**config.mk**
```make
export PLATFORM = sky130hd
export DESIGN_NAME = pcs_10g_block_sync
export DESIGN_NICKNAME = d
export VERILOG_FILES = /design/src/rtl/pcs_pkg.sv /design/src/rtl/pcs_10g_block_sync.sv
export SDC_FILE = /design/constraint.sdc
export NUM_CORES = 1
export LEC_CHECK = 0
export ABC_CLOCK_PERIOD_IN_PS = 5200
export CELL_PAD_IN_SITES_DETAIL_PLACEMENT = 0
export CELL_PAD_IN_SITES_GLOBAL_PLACEMENT = 1
export CORE_MARGIN = 2
export CORE_UTILIZATION = 35
export CTS_CLUSTER_DIAMETER = 200
export DETAILED_ROUTE_END_ITERATION = 16
export DONT_BUFFER_PORTS = 1
export PLACE_DENSITY_LB_ADDON = 0.1
export SYNTH_ARGS = -nofsm -noshare
export SYNTH_HDL_FRONTEND = slang
export SYNTH_SLANG_ARGS = --single-unit
```
**constraint.sdc**
```tcl
create_clock -name clk -period 5.2 [get_ports clk]
set_clock_uncertainty 0.15 [all_clocks]
set_input_delay 0.78 -clock clk [delete_from_list [all_inputs] [get_ports clk]]
set_output_delay 0.78 -clock clk [all_outputs]
set_load 0.005 [all_outputs]
```
**src/rtl/pcs_pkg.sv**
```systemverilog
// Shared 10G PCS definitions: sync header encodings, block-lock FSM states
// and default lock/error thresholds.
package pcs_pkg;

  localparam logic [1:0] SYNC_DATA = 2'b01;
  localparam logic [1:0] SYNC_CTRL = 2'b10;

  localparam int LOCK_CNT_DEF = 64;
  localparam int ERR_MAX_DEF  = 16;

  typedef enum logic [1:0] {
    INIT   = 2'd0,
    TEST   = 2'd1,
    LOCKED = 2'd2,
    SLIP   = 2'd3
  } block_sync_state_t;

endpackage

```
**src/rtl/pcs_10g_block_sync.sv**
```systemverilog
// Clause 49 block-lock controller: hunts for 66b alignment by slipping the
// RX gearbox and reports block lock once sync headers are consistently valid.
module pcs_10g_block_sync
  import pcs_pkg::*;
#(
  parameter int HEAD_W     = 2,
  parameter int LOCK_CNT   = LOCK_CNT_DEF,
  parameter int ERR_MAX    = ERR_MAX_DEF,
  parameter int SLIP_WAIT  = 4,
  parameter int SLIP_CNT_W = 8
) (
  input  logic                  clk,
  input  logic                  reset,
  input  logic                  rx_locked_i,
  input  logic                  head_v_i,
  input  logic [HEAD_W-1:0]     head_i,
  output logic                  slip_v_o,
  output logic                  block_lock_o,
  output logic [SLIP_CNT_W-1:0] slip_cnt_o,
  output block_sync_state_t     state_o
);

  localparam int SH_W   = $clog2(LOCK_CNT + 1);
  localparam int INV_W  = $clog2(ERR_MAX + 1);
  localparam int WAIT_W = $clog2(SLIP_WAIT + 1);

  // Handshake: head_v_i qualifies head_i for one cycle, there is no back-pressure;
  // slip_v_o is a single-cycle request the gearbox must act on without acknowledge.

  block_sync_state_t state, state_nxt;
  logic [SH_W-1:0]   sh_cnt, sh_nxt, sh_inc;
  logic [INV_W-1:0]  inv_cnt, inv_nxt;
  logic [WAIT_W-1:0] wait_cnt, wait_nxt;
  logic              slip_nxt, lock_nxt, hdr_ok;

  assign state_o = state;
  assign hdr_ok  = (head_i == HEAD_W'(SYNC_DATA)) || (head_i == HEAD_W'(SYNC_CTRL));
  assign sh_inc  = sh_cnt + SH_W'(1);

  always_comb begin
    state_nxt = state;
    sh_nxt    = sh_cnt;
    inv_nxt   = inv_cnt;
    wait_nxt  = wait_cnt;
    slip_nxt  = 1'b0;
    lock_nxt  = block_lock_o;
    if (!rx_locked_i) begin
      state_nxt = INIT;
      sh_nxt    = '0;
      inv_nxt   = '0;
      wait_nxt  = '0;
      lock_nxt  = 1'b0;
    end else begin
      case (state)
        INIT: state_nxt = TEST;
        TEST: begin
          if (head_v_i) begin
            if (!hdr_ok) begin
              state_nxt = SLIP;
              sh_nxt    = '0;
              inv_nxt   = '0;
              wait_nxt  = '0;
              slip_nxt  = 1'b1;
            end else if (sh_inc == SH_W'(LOCK_CNT)) begin
              state_nxt = LOCKED;
              sh_nxt    = '0;
              inv_nxt   = '0;
              lock_nxt  = 1'b1;
            end else begin
              sh_nxt = sh_inc;
            end
          end
        end
        LOCKED: begin
          if (head_v_i) begin
            // Error limit is tested before the window end so a loss of lock
            // on the last header of a window is not masked by the window reset.
            if (!hdr_ok && (inv_cnt + INV_W'(1) == INV_W'(ERR_MAX))) begin
              state_nxt = SLIP;
              sh_nxt    = '0;
              inv_nxt   = '0;
              wait_nxt  = '0;
              slip_nxt  = 1'b1;
              lock_nxt  = 1'b0;
            end else if (sh_inc == SH_W'(LOCK_CNT)) begin
              sh_nxt  = '0;
              inv_nxt = '0;
            end else begin
              sh_nxt  = sh_inc;
              inv_nxt = inv_cnt + INV_W'(!hdr_ok);
            end
          end
        end
        SLIP: begin
          lock_nxt = 1'b0;
          // One request cycle, then SLIP_WAIT settling cycles before hunting again.
          if (wait_cnt == WAIT_W'(SLIP_WAIT)) begin
            state_nxt = TEST;
            wait_nxt  = '0;
          end else begin
            wait_nxt = wait_cnt + WAIT_W'(1);
          end
        end
        default: state_nxt = INIT;
      endcase
    end
  end

  always_ff @(posedge clk or posedge reset) begin
    if (reset) begin
      state        <= INIT;
      sh_cnt       <= '0;
      inv_cnt      <= '0;
      wait_cnt     <= '0;
      slip_v_o     <= 1'b0;
      block_lock_o <= 1'b0;
      slip_cnt_o   <= '0;
    end else begin
      state        <= state_nxt;
      sh_cnt       <= sh_nxt;
      inv_cnt      <= inv_nxt;
      wait_cnt     <= wait_nxt;
      slip_v_o     <= slip_nxt;
      block_lock_o <= lock_nxt;
      if (slip_nxt && (slip_cnt_o != '1)) begin
        slip_cnt_o <= slip_cnt_o + SLIP_CNT_W'(1);
      end
    end
  end

  a_head_known: assert property (@(posedge clk) disable iff (reset)
    head_v_i |-> !$isunknown(head_i));

endmodule

```
==> results.tsv, run 1 <==
stage	metric	value	unit
timing	finalHoldViolCount	0	
synth	yosys_warnings	0	
pwr	p_clk_frac	0.217	
pwr	p_seq_frac	0.481	
floorplanning	num_rows	24	
pwr	switching_share	0.3569	
setup_path	path_max_fanout	14	
synth	ys_ff_latch	27	
drt	drt_iter0_markers	93	
pwr	pwr-share-comb	0.302	
final_layout	finalNetCount	182	
synth	syn_inst	168	
timing	setup_viol	0	
timing	fin_setup_tns	0	ns
setup_path	arrival	2.51	ns
clocking	postCtsSetupRepairBufs	0	
final_layout	syn_to_final_growth	4.911	%
clocking	cts_tree	built	
clocking	ctsResizeCount	0	
floorplanning	dieArea	0.005144	sq mm
pwr	p_switching	0.2007	mW
floorplanning	pin_count	18	
timing	slew_violations	0	
timing	grt_setup_unrepaired	no	
placed_design	place.gp.congestion	0.7596	
synth	synth-seq-area-share	0.4209	
synth	yosysTopAreaCellShare	0.4209	
final_layout	antenna_cells	0	
drt	drc	0	
floorplanning	coreArea	0.004384	sq mm
drt	vias	1240	
floorplanning	fp.dieW	71.73	microns
global_routing	grt-ovfl-total	0	
pwr	internal_power	0.3616	mW
global_routing	grt_pass1_wl	5713	microns
pwr	cellPowerDensity	333.9	mW/mm^2
pwr	power_leakage	0.7544	nW
clocking	clk_pin_slew	0.09	ns
synth	synth-edff-count	0	
clocking	cts_hold_repair.buffers	0	
floorplanning	fp.dieH	71.73	microns
floorplanning	start_util	0.3662	
clocking	max-clock-path-buffers	2	
setup_path	worst-endpoint-required	5.22	ns
global_routing	antenna_found_initial	0	
global_routing	grt_pass1_vias	1164	
final_layout	nFillCells	462	
synth	synth_area_leader_cell	dfrtp_1	
timing	period_needed	2.496	ns
setup_path	cp-end-kind	register	
timing	timing.final.crit_share	0.4799	
clocking	clockRootBuffer	clkbuf_8	
setup_path	path_class	reg2reg	
synth	synth_nets	183	
clocking	cts_buffers	3	
placed_design	hpwl	2320	microns
drt	wirelength	3201	microns
pwr	ir_worst_vdd	0.1696	mV
global_routing	grt_max_degree	28	
timing	tightestPinTransition	1.066	ns
timing	slew-limit-headroom	0.2886	
timing	hold_ws	0.3369	ns
clocking	insertion_delay	0.27	ns
job	cap_violations	0	
clocking	cts_sinks	27	
timing	fmax	400.7	MHz
clocking	h-tree-depth	1	
synth	synth_cell_types	46	
drt	via_per_inst	5.688	
final_layout	drive_gt1_frac	0.07229	
worst_hold_path	holdCritPathClass	reg2reg	
drt	routed_wire_length_per_instance	14.68	microns
drt	first_pass_iters	4	
status	status	complete, no violations	
global_routing	grtUsageTotal	0.1382	
setup_path	critPathLaunchType	register	
synth	avgSynthCellArea	9.555	sq um
synth	synth_ff_type	dfrtp_1	
synth	async_flop_share	1.000	
synth	synth_area	0.001605	sq mm
synth	ys_top_cells_by_area	dfrtp_1 42%, ha_1 7.0%, nand2_1 4.9%	
drt	ant_nets	0	
placed_design	io_buffers	0	
layout by cell type (no fill, tap or decap), drive strengths merged, types with 2 or more instances in the layout:
cell type / n
dfrtp: 27
nand2: 21
inv: 10
o21ai: 10
ha: 9
a21oi: 9
nand3: 8
a31oi: 6
xor2: 5
nor2: 5
mux2i: 5
a22o: 4
nor3: 4
xnor2: 4
o31ai: 3
nand4: 3
clkbuf: 3
and2: 3
and3: 3
a211o: 3
a31o: 2
nor4: 2
logic make-up after synthesis:
| group | after synthesis | share of synthesized area |
|---|---|---|
| AOI/OAI and AO/OA | 45 | 0.1980 |
| muxes | 6 | 0.03819 |
| xor gates and xnor gates | 9 | 0.04910 |
| buffers and inverters | 16 | 0.04364 |
| adders and majority gates | 9 | 0.07015 |
| and+or+nand+nor | 56 | 0.1801 |
| DFF | 27 | 0.4209 |
final timing paths:
| path | start | to | slack, ns | cells past startpoint |
|---|---|---|---|---|
| setup / recovery | sh_cnt[0] | block_lock_o | 2.70 | 5 |
| hold / removal | inv_cnt[4] | inv_cnt[4] | 0.34 | 1 |
| setup reg to reg | sh_cnt[0] | block_lock_o | 2.70 | 5 |
| hold reg to reg | inv_cnt[4] | inv_cnt[4] | 0.34 | 1 |
| max in group asynchronous | reset | sh_cnt[1] | 3.75 | 1 |
| min in group asynchronous | reset | slip_cnt_o[7] | 0.49 | 1 |
power groups by stage:
stage	combinational, mW	clock [mW]	sequential, mW
after CTS	0.170	0.130	0.271
final	0.170	0.122	0.270
after global routing	0.200	0.142	0.277
after global placement	0.168	0	0.275
after floorplan	0.142	0	0.267
after detailed placement	0.169	0	0.276
critical path, cell delays in order (launching register included):
cell and delay, ns:
dfrtp_1 0.47, nand3_2 0.12, or4b_1 0.52, a221o_1 0.54, o2111a_1 0.32, a211o_1 0.26
layout make-up:
cell class                 count  area, sq um  share of cell area
sequential                    27        675.6              0.4012
tap                           52        65.06             0.03863
clock inverter                 1        5.005            0.002972
inverter                      10        37.54             0.02229
multi-input combinational    125        859.6              0.5104
clock buffer                   3        41.29             0.02452
through the flow:
stage | setup slack, ns | cells | instance area, sq um | total power, mW | utilization
2_1_floorplan | 2.800 | 168 | 1605 | 0.4091 | -
4_1_cts | 2.701 | 218 | 1684 | 0.5718 | 0.3841
5_1_grt | 2.561 | 218 | 1684 | 0.6187 | 0.3841
6_report | 2.704 | 218 | 1684 | 0.5623 | 0.3841
3_5_place_dp | 2.562 | 214 | 1638 | 0.4446 | 0.3736
3_3_place_gp | 2.605 | 214 | 1638 | 0.4429 | 0.3736
state kept, by name (all words and copies together) (netlist names):
name,flops
slip_cnt_o,8
sh_cnt,7
inv_cnt,5
wait_cnt,3
state_o,2
block_lock_o,1
slip_v_o,1
cells in the mapped netlist, types with 2 or more instances:
cell type / n
a31o_2: 2
and3_1: 2
dfrtp_1: 27
xor2_1: 5
inv_1: 10
a21oi_1: 8
mux2i_1: 5
nor2_1: 5
o31ai_1: 3
a211o_1: 2
nor3_1: 4
a22o_1: 4
nand4_1: 3
clkbuf_1: 3
ha_1: 9
nand2_1: 21
o21ai_0: 10
and2_1: 2
nor4_1: 2
nand3_1: 7
a31oi_1: 6
xnor2_1: 4
per-layer routing:
| layer | GRT usage | vias up | wire (microns) |
|---|---|---|---|
| met1 | 0.2063 | 602 | 1653 |
| met3 | 0.02672 | 4 | 101 |
| met2 | 0.2047 | 23 | 1418 |
| met5 | 0 | - | 0 |
| met4 | 0.03564 | 0 | 27 |
| li1 | - | 611 | - |
Power figures use the tool's default switching activity.
==> run 2: changes to the inputs <==
--- a/config.mk
+++ b/config.mk
@@ -5,7 +5,7 @@
 export SDC_FILE = /design/constraint.sdc
 export NUM_CORES = 1
 export LEC_CHECK = 0
-export ABC_CLOCK_PERIOD_IN_PS = 5200
+export ABC_CLOCK_PERIOD_IN_PS = 2300
 export CELL_PAD_IN_SITES_DETAIL_PLACEMENT = 0
 export CELL_PAD_IN_SITES_GLOBAL_PLACEMENT = 1
 export CORE_MARGIN = 2
==> constraint.sdc (replaced) <==
create_clock -name clk -period 2.3 [get_ports clk]
set_clock_uncertainty 0.15 [all_clocks]
set_input_delay 0.345 -clock clk [delete_from_list [all_inputs] [get_ports clk]]
set_output_delay 0.345 -clock clk [all_outputs]
set_load 0.005 [all_outputs]
==> run 2 against run 1 <==
  * Flip-flop and latch count is the same
  * Core utilization grew 3.1 points
  * Clock power grew 120%
  * Cell area grew 8.0%
  * Die area is the same
  * Worst hold slack lost 0.27 ns
  * Sequential power grew 120%
  * Largest cell class unchanged
  * Total power grew 130%
  * Fmax grew 14%
  * Largest power group unchanged
  * Via count grew 7.5%
==> results.tsv, run 2 (synthesized netlist as in run 1, its figures left out) <==
stage	metric	value	unit
pwr	power_leakage	0.8387	nW
timing	grt_setup_unrepaired	no	
final_layout	stdcell_area	0.001819	sq mm
setup_path	slowest_delay	0.53	ns
floorplanning	fp.dieH	71.73	microns
setup_path	worst-endpoint-required	2.31	ns
timing	tightestPinTransition	0.4421	ns
timing	timing.final.crit_share	0.9486	
floorplanning	dieArea	0.005144	sq mm
global_routing	grt_pass1_wl	5789	microns
status	status	complete, no violations	
drt	drc	0	
timing	finalHoldViolCount	0	
drt	vias	1333	
drt	first_pass_iters	4	
pwr	cellPowerDensity	721.6	mW/mm^2
clocking	cts_tree	built	
timing	fin_setup_tns	0	ns
floorplanning	coreArea	0.004384	sq mm
pwr	p_switching	0.4610	mW
drt	via_per_inst	5.672	
timing	fmax	458.3	MHz
clocking	max-clock-path-buffers	2	
pwr	pwr-share-comb	0.331	
global_routing	grt_pass1_vias	1261	
final_layout	max_flop_register	slip_cnt_o	
timing	slew_violations	0	
global_routing	grt-ovfl-total	0	
final_layout	largest_reg_flops	8	
timing	setup_viol	0	
clocking	clk_pin_slew	0.09	ns
final_layout	seq_area	675.6	sq um
placed_design	io_buffers	0	
clocking	h-tree-depth	1	
final_layout	top_regs	slip_cnt_o: 8 flops, sh_cnt: 7 flops, inv_cnt: 5 flops	
final_layout	antenna_cells	0	
final_layout	drive_gt1_frac	0.1585	
pwr	ir_worst_vdd	0.4064	mV
final_layout	finish.utilization	0.4150	
placed_design	place.gp.congestion	0.8096	
final_layout	syn_to_final_growth	13.33	%
floorplanning	num_rows	24	
floorplanning	fp.dieW	71.73	microns
pwr	p_seq_frac	0.463	
pwr	power.total	1.313	mW
global_routing	grt_max_degree	28	
placed_design	dpl_cell_area	0.001750	sq mm
clocking	cts_sinks	27	
global_routing	grtUsageTotal	0.1409	
drt	wirelength	3429	microns
pwr	internal_power	0.8518	mW
final_layout	nFillCells	441	
final_layout	finalNetCount	199	
setup_path	critPathLaunchType	register	
placed_design	hpwl	2570	microns
setup_path	cp-end-kind	register	
setup_path	path_class	reg2reg	
floorplanning	start_util	0.3662	
final_layout	layout_common_cells	27 x dfrtp_1, 21 x nand2_1, 15 x buf_4	
timing	period_needed	2.182	ns
job	cap_violations	0	
final_layout	mostFrequentLayoutCell	dfrtp_1	
worst_hold_path	holdCritPathClass	in2reg	
drt	drt_iter0_markers	48	
floorplanning	pin_count	18	
final_layout	multi_input_comb_area	860.8	sq um
drt	routed_wire_length_per_instance	14.59	microns
clocking	insertion_delay	0.27	ns
setup_path	crit_path_top_delay_cell	or4b_1	
drt	ant_nets	0	
setup_path	arrival	2.20	ns
setup_path	path_max_fanout	8	
pwr	p_clk_frac	0.206	
clocking	clockRootBuffer	clkbuf_8	
setup_path	cp_cell_sequence	or4b_1 > a221o_2 > o2111a_1 > a211o_1	
timing	slew-limit-headroom	0.7030	
pwr	switching_share	0.3512	
global_routing	antenna_found_initial	0	
clocking	cts_buffers	3	
## run 2: changes by cell type in the layout (fill, tap and decap cells not counted)
cell | before | now
a221o_1 | 1 | 0
buf_6 | 0 | 1
dlygate4sd3_1 | 0 | 1
a221o_2 | 0 | 1
buf_4 | 0 | 15
## run 2: worst paths after layout
check / from / endpoint / slack (ns) / cells past startpoint
worst max register to register: sh_cnt[6] / block_lock_o / 0.12 / 4
worst min register to register: inv_cnt[4] / inv_cnt[4] / 0.33 / 1
max in group asynchronous: reset / inv_cnt[4] / 1.32 / 3
min in group asynchronous: reset / sh_cnt[1] / 0.42 / 3
worst max-delay path: sh_cnt[6] / block_lock_o / 0.12 / 4
worst min-delay path: rx_locked_i / state_o[0] / 0.06 / 2
## run 2: area by class of cell
type / count / area share
clock buffers: 3 / 0.02270
clock inverters: 1 / 0.002751
inverters: 10 / 0.02063
multi-input cells: 125 / 0.4732
flip-flops and latches: 27 / 0.3714
well taps: 52 / 0.03576
repair buffers: 17 / 0.07359
## run 2: routing by layer
metal  GRT usage  vias to the layer above  wire length [microns]
met5           0                        -                      0
met4     0.03145                        0                     20
met3     0.03376                        2                    124
met2      0.2397                       24                   1670
met1      0.1821                      660                   1613
li1            -                      647                      -
## run 2: what timing repair did
item | 4_1_cts | 5_1_grt
gates resized for setup | 0 | 2
endpoints found under the setup margin | 0 | 3
buffers inserted | 0 | 1
hold buffers | 1 | 0
endpoints found under the hold margin | 27 | 0
## run 2: stage by stage
step | setup slack (ns) | hold slack (ns) | cells
after global placement | 0.1244 | 0.1711 | 229
after CTS | 0.04331 | 0.06340 | 234
after detailed placement | 0.07116 | 0.1785 | 229
final | 0.1182 | 0.06305 | 235
after global routing | 0.02663 | 0.06984 | 235
after floorplan | 0.1667 | 0.2477 | 168
## run 2: power groups by stage
stage	clock network (mW)	registers, mW	logic [mW]
final	0.271	0.607	0.435
after floorplan	0	0.604	0.320
after global placement	0	0.618	0.428
after CTS	0.283	0.611	0.437
after detailed placement	0	0.621	0.432
after global routing	0.298	0.618	0.499
## run 2: critical path: cells and delay by family (launching register included)
| kind | cells | cell delay [ns] |
|---|---|---|
| AND/OR/NAND/NOR | 1 | 0.53 |
| AO/OA/AOI/OAI | 3 | 0.97 |
| flip-flops | 1 | 0.42 |
==> run 3: changes to the inputs <==
--- a/config.mk
+++ b/config.mk
@@ -5,7 +5,7 @@
 export SDC_FILE = /design/constraint.sdc
 export NUM_CORES = 1
 export LEC_CHECK = 0
-export ABC_CLOCK_PERIOD_IN_PS = 2300
+export ABC_CLOCK_PERIOD_IN_PS = 2400
 export CELL_PAD_IN_SITES_DETAIL_PLACEMENT = 0
 export CELL_PAD_IN_SITES_GLOBAL_PLACEMENT = 1
 export CORE_MARGIN = 2
==> constraint.sdc (replaced) <==
create_clock -name clk -period 2.4 [get_ports clk]
set_clock_uncertainty 0.15 [all_clocks]
set_input_delay 0.36 -clock clk [delete_from_list [all_inputs] [get_ports clk]]
set_output_delay 0.36 -clock clk [all_outputs]
set_load 0.005 [all_outputs]
==> run 3 against run 2 <==
  * Non-clock buffer count shrank 3
  * First-iteration DRC count grew 40%
  * Core utilization shrank 0.57 points
  * Worst hold slack gained 0.013 ns
  * Sequential power shrank 4.4%
  * Cell area shrank 1.4%
  * Die area is the same
  * Global-route usage shrank 0.26 points
  * Clock-buffer cell count is the same
  * Flip-flop and latch count is the same
  * Critical path type unchanged
  * Largest cell class unchanged
  * Largest power group unchanged
  * Highest routed layer unchanged
==> results.tsv, run 3 (synthesized netlist as in run 1, its figures left out) <==
stage	metric	value	unit
status	status	complete, no violations	
final_layout	finalNetCount	196	
setup_path	arrival	2.31	ns
drt	drt_iter0_markers	67	
drt	drc	0	
drt	wirelength	3363	microns
clocking	cts_sinks	27	
final_layout	mostFrequentLayoutCell	dfrtp_1	
setup_path	crit_start	sh_cnt[1]	
timing	period_needed	2.292	ns
timing	timing.final.crit_share	0.9549	
global_routing	grt-ovfl-total	0	
pwr	power.total	1.267	mW
setup_path	rr_endpoint	block_lock_o	
pwr	ir_worst_vdd	0.3719	mV
placed_design	io_buffers	0	
drt	via_per_inst	5.565	
placed_design	dpl_cell_area	0.001735	sq mm
timing	slew_violations	0	
final_layout	antenna_cells	0	
global_routing	antenna_found_initial	0	
setup_path	reg2reg_from	sh_cnt[1]	
clocking	h-tree-depth	1	
pwr	cellPowerDensity	706.1	mW/mm^2
global_routing	grt_max_degree	28	
setup_path	reg2regPathDepth	5	
final_layout	largest_reg_flops	8	
worst_hold_path	hold_path_end	state_o[1]	
setup_path	critPathLaunchType	register	
pwr	power_leakage	0.8194	nW
setup_path	path_class	reg2reg	
setup_path	worst-endpoint-required	2.42	ns
global_routing	grt_pass1_wl	5796	microns
drt	routed_wire_length_per_instance	14.50	microns
timing	fmax	436.3	MHz
setup_path	path_max_fanout	9	
floorplanning	dieArea	0.005144	sq mm
setup_path	cp-end-kind	register	
job	cap_violations	0	
timing	fin_setup_tns	0	ns
clocking	insertion_delay	0.27	ns
global_routing	grt_pass1_vias	1285	
floorplanning	start_util	0.3662	
final_layout	drive_gt1_frac	0.1389	
timing	tightestPinTransition	0.7524	ns
floorplanning	num_rows	24	
timing	grt_setup_unrepaired	no	
clocking	clockRootBuffer	clkbuf_8	
floorplanning	fp.dieH	71.73	microns
worst_hold_path	hp-start	rx_locked_i	
worst_hold_path	hold_path_depth	2	
clocking	cts_buffers	3	
drt	first_pass_iters	4	
setup_path	reg2reg_slack	0.11	ns
global_routing	grtUsageTotal	0.1383	
final_layout	max_flop_register	slip_cnt_o	
drt	ant_nets	0	
placed_design	place.gp.congestion	0.8266	
floorplanning	pin_count	18	
worst_hold_path	holdCritPathClass	in2reg	
drt	vias	1291	
placed_design	hpwl	2518	microns
final_layout	top_regs	slip_cnt_o: 8 flops, sh_cnt: 7 flops, inv_cnt: 5 flops	
final_layout	stdcell_area	0.001794	sq mm
clocking	clk_pin_slew	0.10	ns
final_layout	layout_common_cells	27 x dfrtp_1, 21 x nand2_1, 13 x buf_4	
timing	finalHoldViolCount	0	
clocking	cts_tree	built	
floorplanning	fp.dieW	71.73	microns
final_layout	syn_to_final_growth	11.77	%
floorplanning	coreArea	0.004384	sq mm
timing	slew-limit-headroom	0.4984	
clocking	max-clock-path-buffers	2	
timing	setup_viol	0	
==> run 3: changes by cell type in the layout (fill, tap and decap cells not counted) <==
cell | before | now
buf_4 | 15 | 13
a221o_1 | 0 | 1
a221o_2 | 1 | 0
buf_6 | 1 | 0
clkinv_2 | 1 | 0
clkinvlp_4 | 0 | 1
==> run 3: what timing repair did <==
action | in CTS | in global routing
endpoints found under the setup margin | 0 | 0
hold buffers | 1 | 0
setup buffers | 0 | 0
gates resized for setup | 0 | 0
hold endpoints to repair | 27 | 0
==> run 3: worst max-delay path, stage by stage (launching register included) <==
cell and delay, ns:
dfrtp_1 0.38, nand3_2 0.10, or4b_1 0.51, a221o_1 0.49, o2111a_1 0.29, a211o_1 0.26
==> run 3: routing by layer <==
metal | global-route usage | vias to the layer above | share of wire
li1 | - | 635 | -
met1 | 0.1849 | 624 | 0.47
met2 | 0.2294 | 30 | 0.49
met3 | 0.02813 | 2 | 0.033
met4 | 0.03564 | 0 | 0.0056
met5 | 0 | - | 0
==> run 3: through the flow <==
stage                     hold WS, ns  setup slack, ns  instances    util
after floorplan                0.2627           0.2667        168       -
after global placement         0.1863           0.1765        227  0.3958
after detailed placement       0.1978           0.1292        227  0.3958
after CTS                     0.07229           0.1083        232  0.4092
after global routing          0.06498          0.02249        232  0.4092
final                         0.07609           0.1081        232  0.4092
==> run 3: how the worst max path moves through the flow <==
stage	cells after the start	end
3_5_place_dp	5	block_lock_o
2_1_floorplan	5	block_lock_o
3_3_place_gp	5	block_lock_o
6_report	5	block_lock_o
5_1_grt	5	block_lock_o
4_1_cts	5	block_lock_o
==> run 3: layout make-up <==
class	count	area [sq um]
Clock inverter	1	7.507
Timing Repair Buffer	14	107.6
Fill cell	457	2590
Tap cell	52	65.06
Sequential cell	27	675.6
Multi-Input combinational cell	125	859.6
Clock buffer	3	41.29
Inverter	10	37.54
==> run 3: where the power goes <==
group          switching (mW)  internal [mW]
registers              0.0696          0.510
clock network           0.150          0.118
logic                   0.226          0.193
total                   0.446          0.821
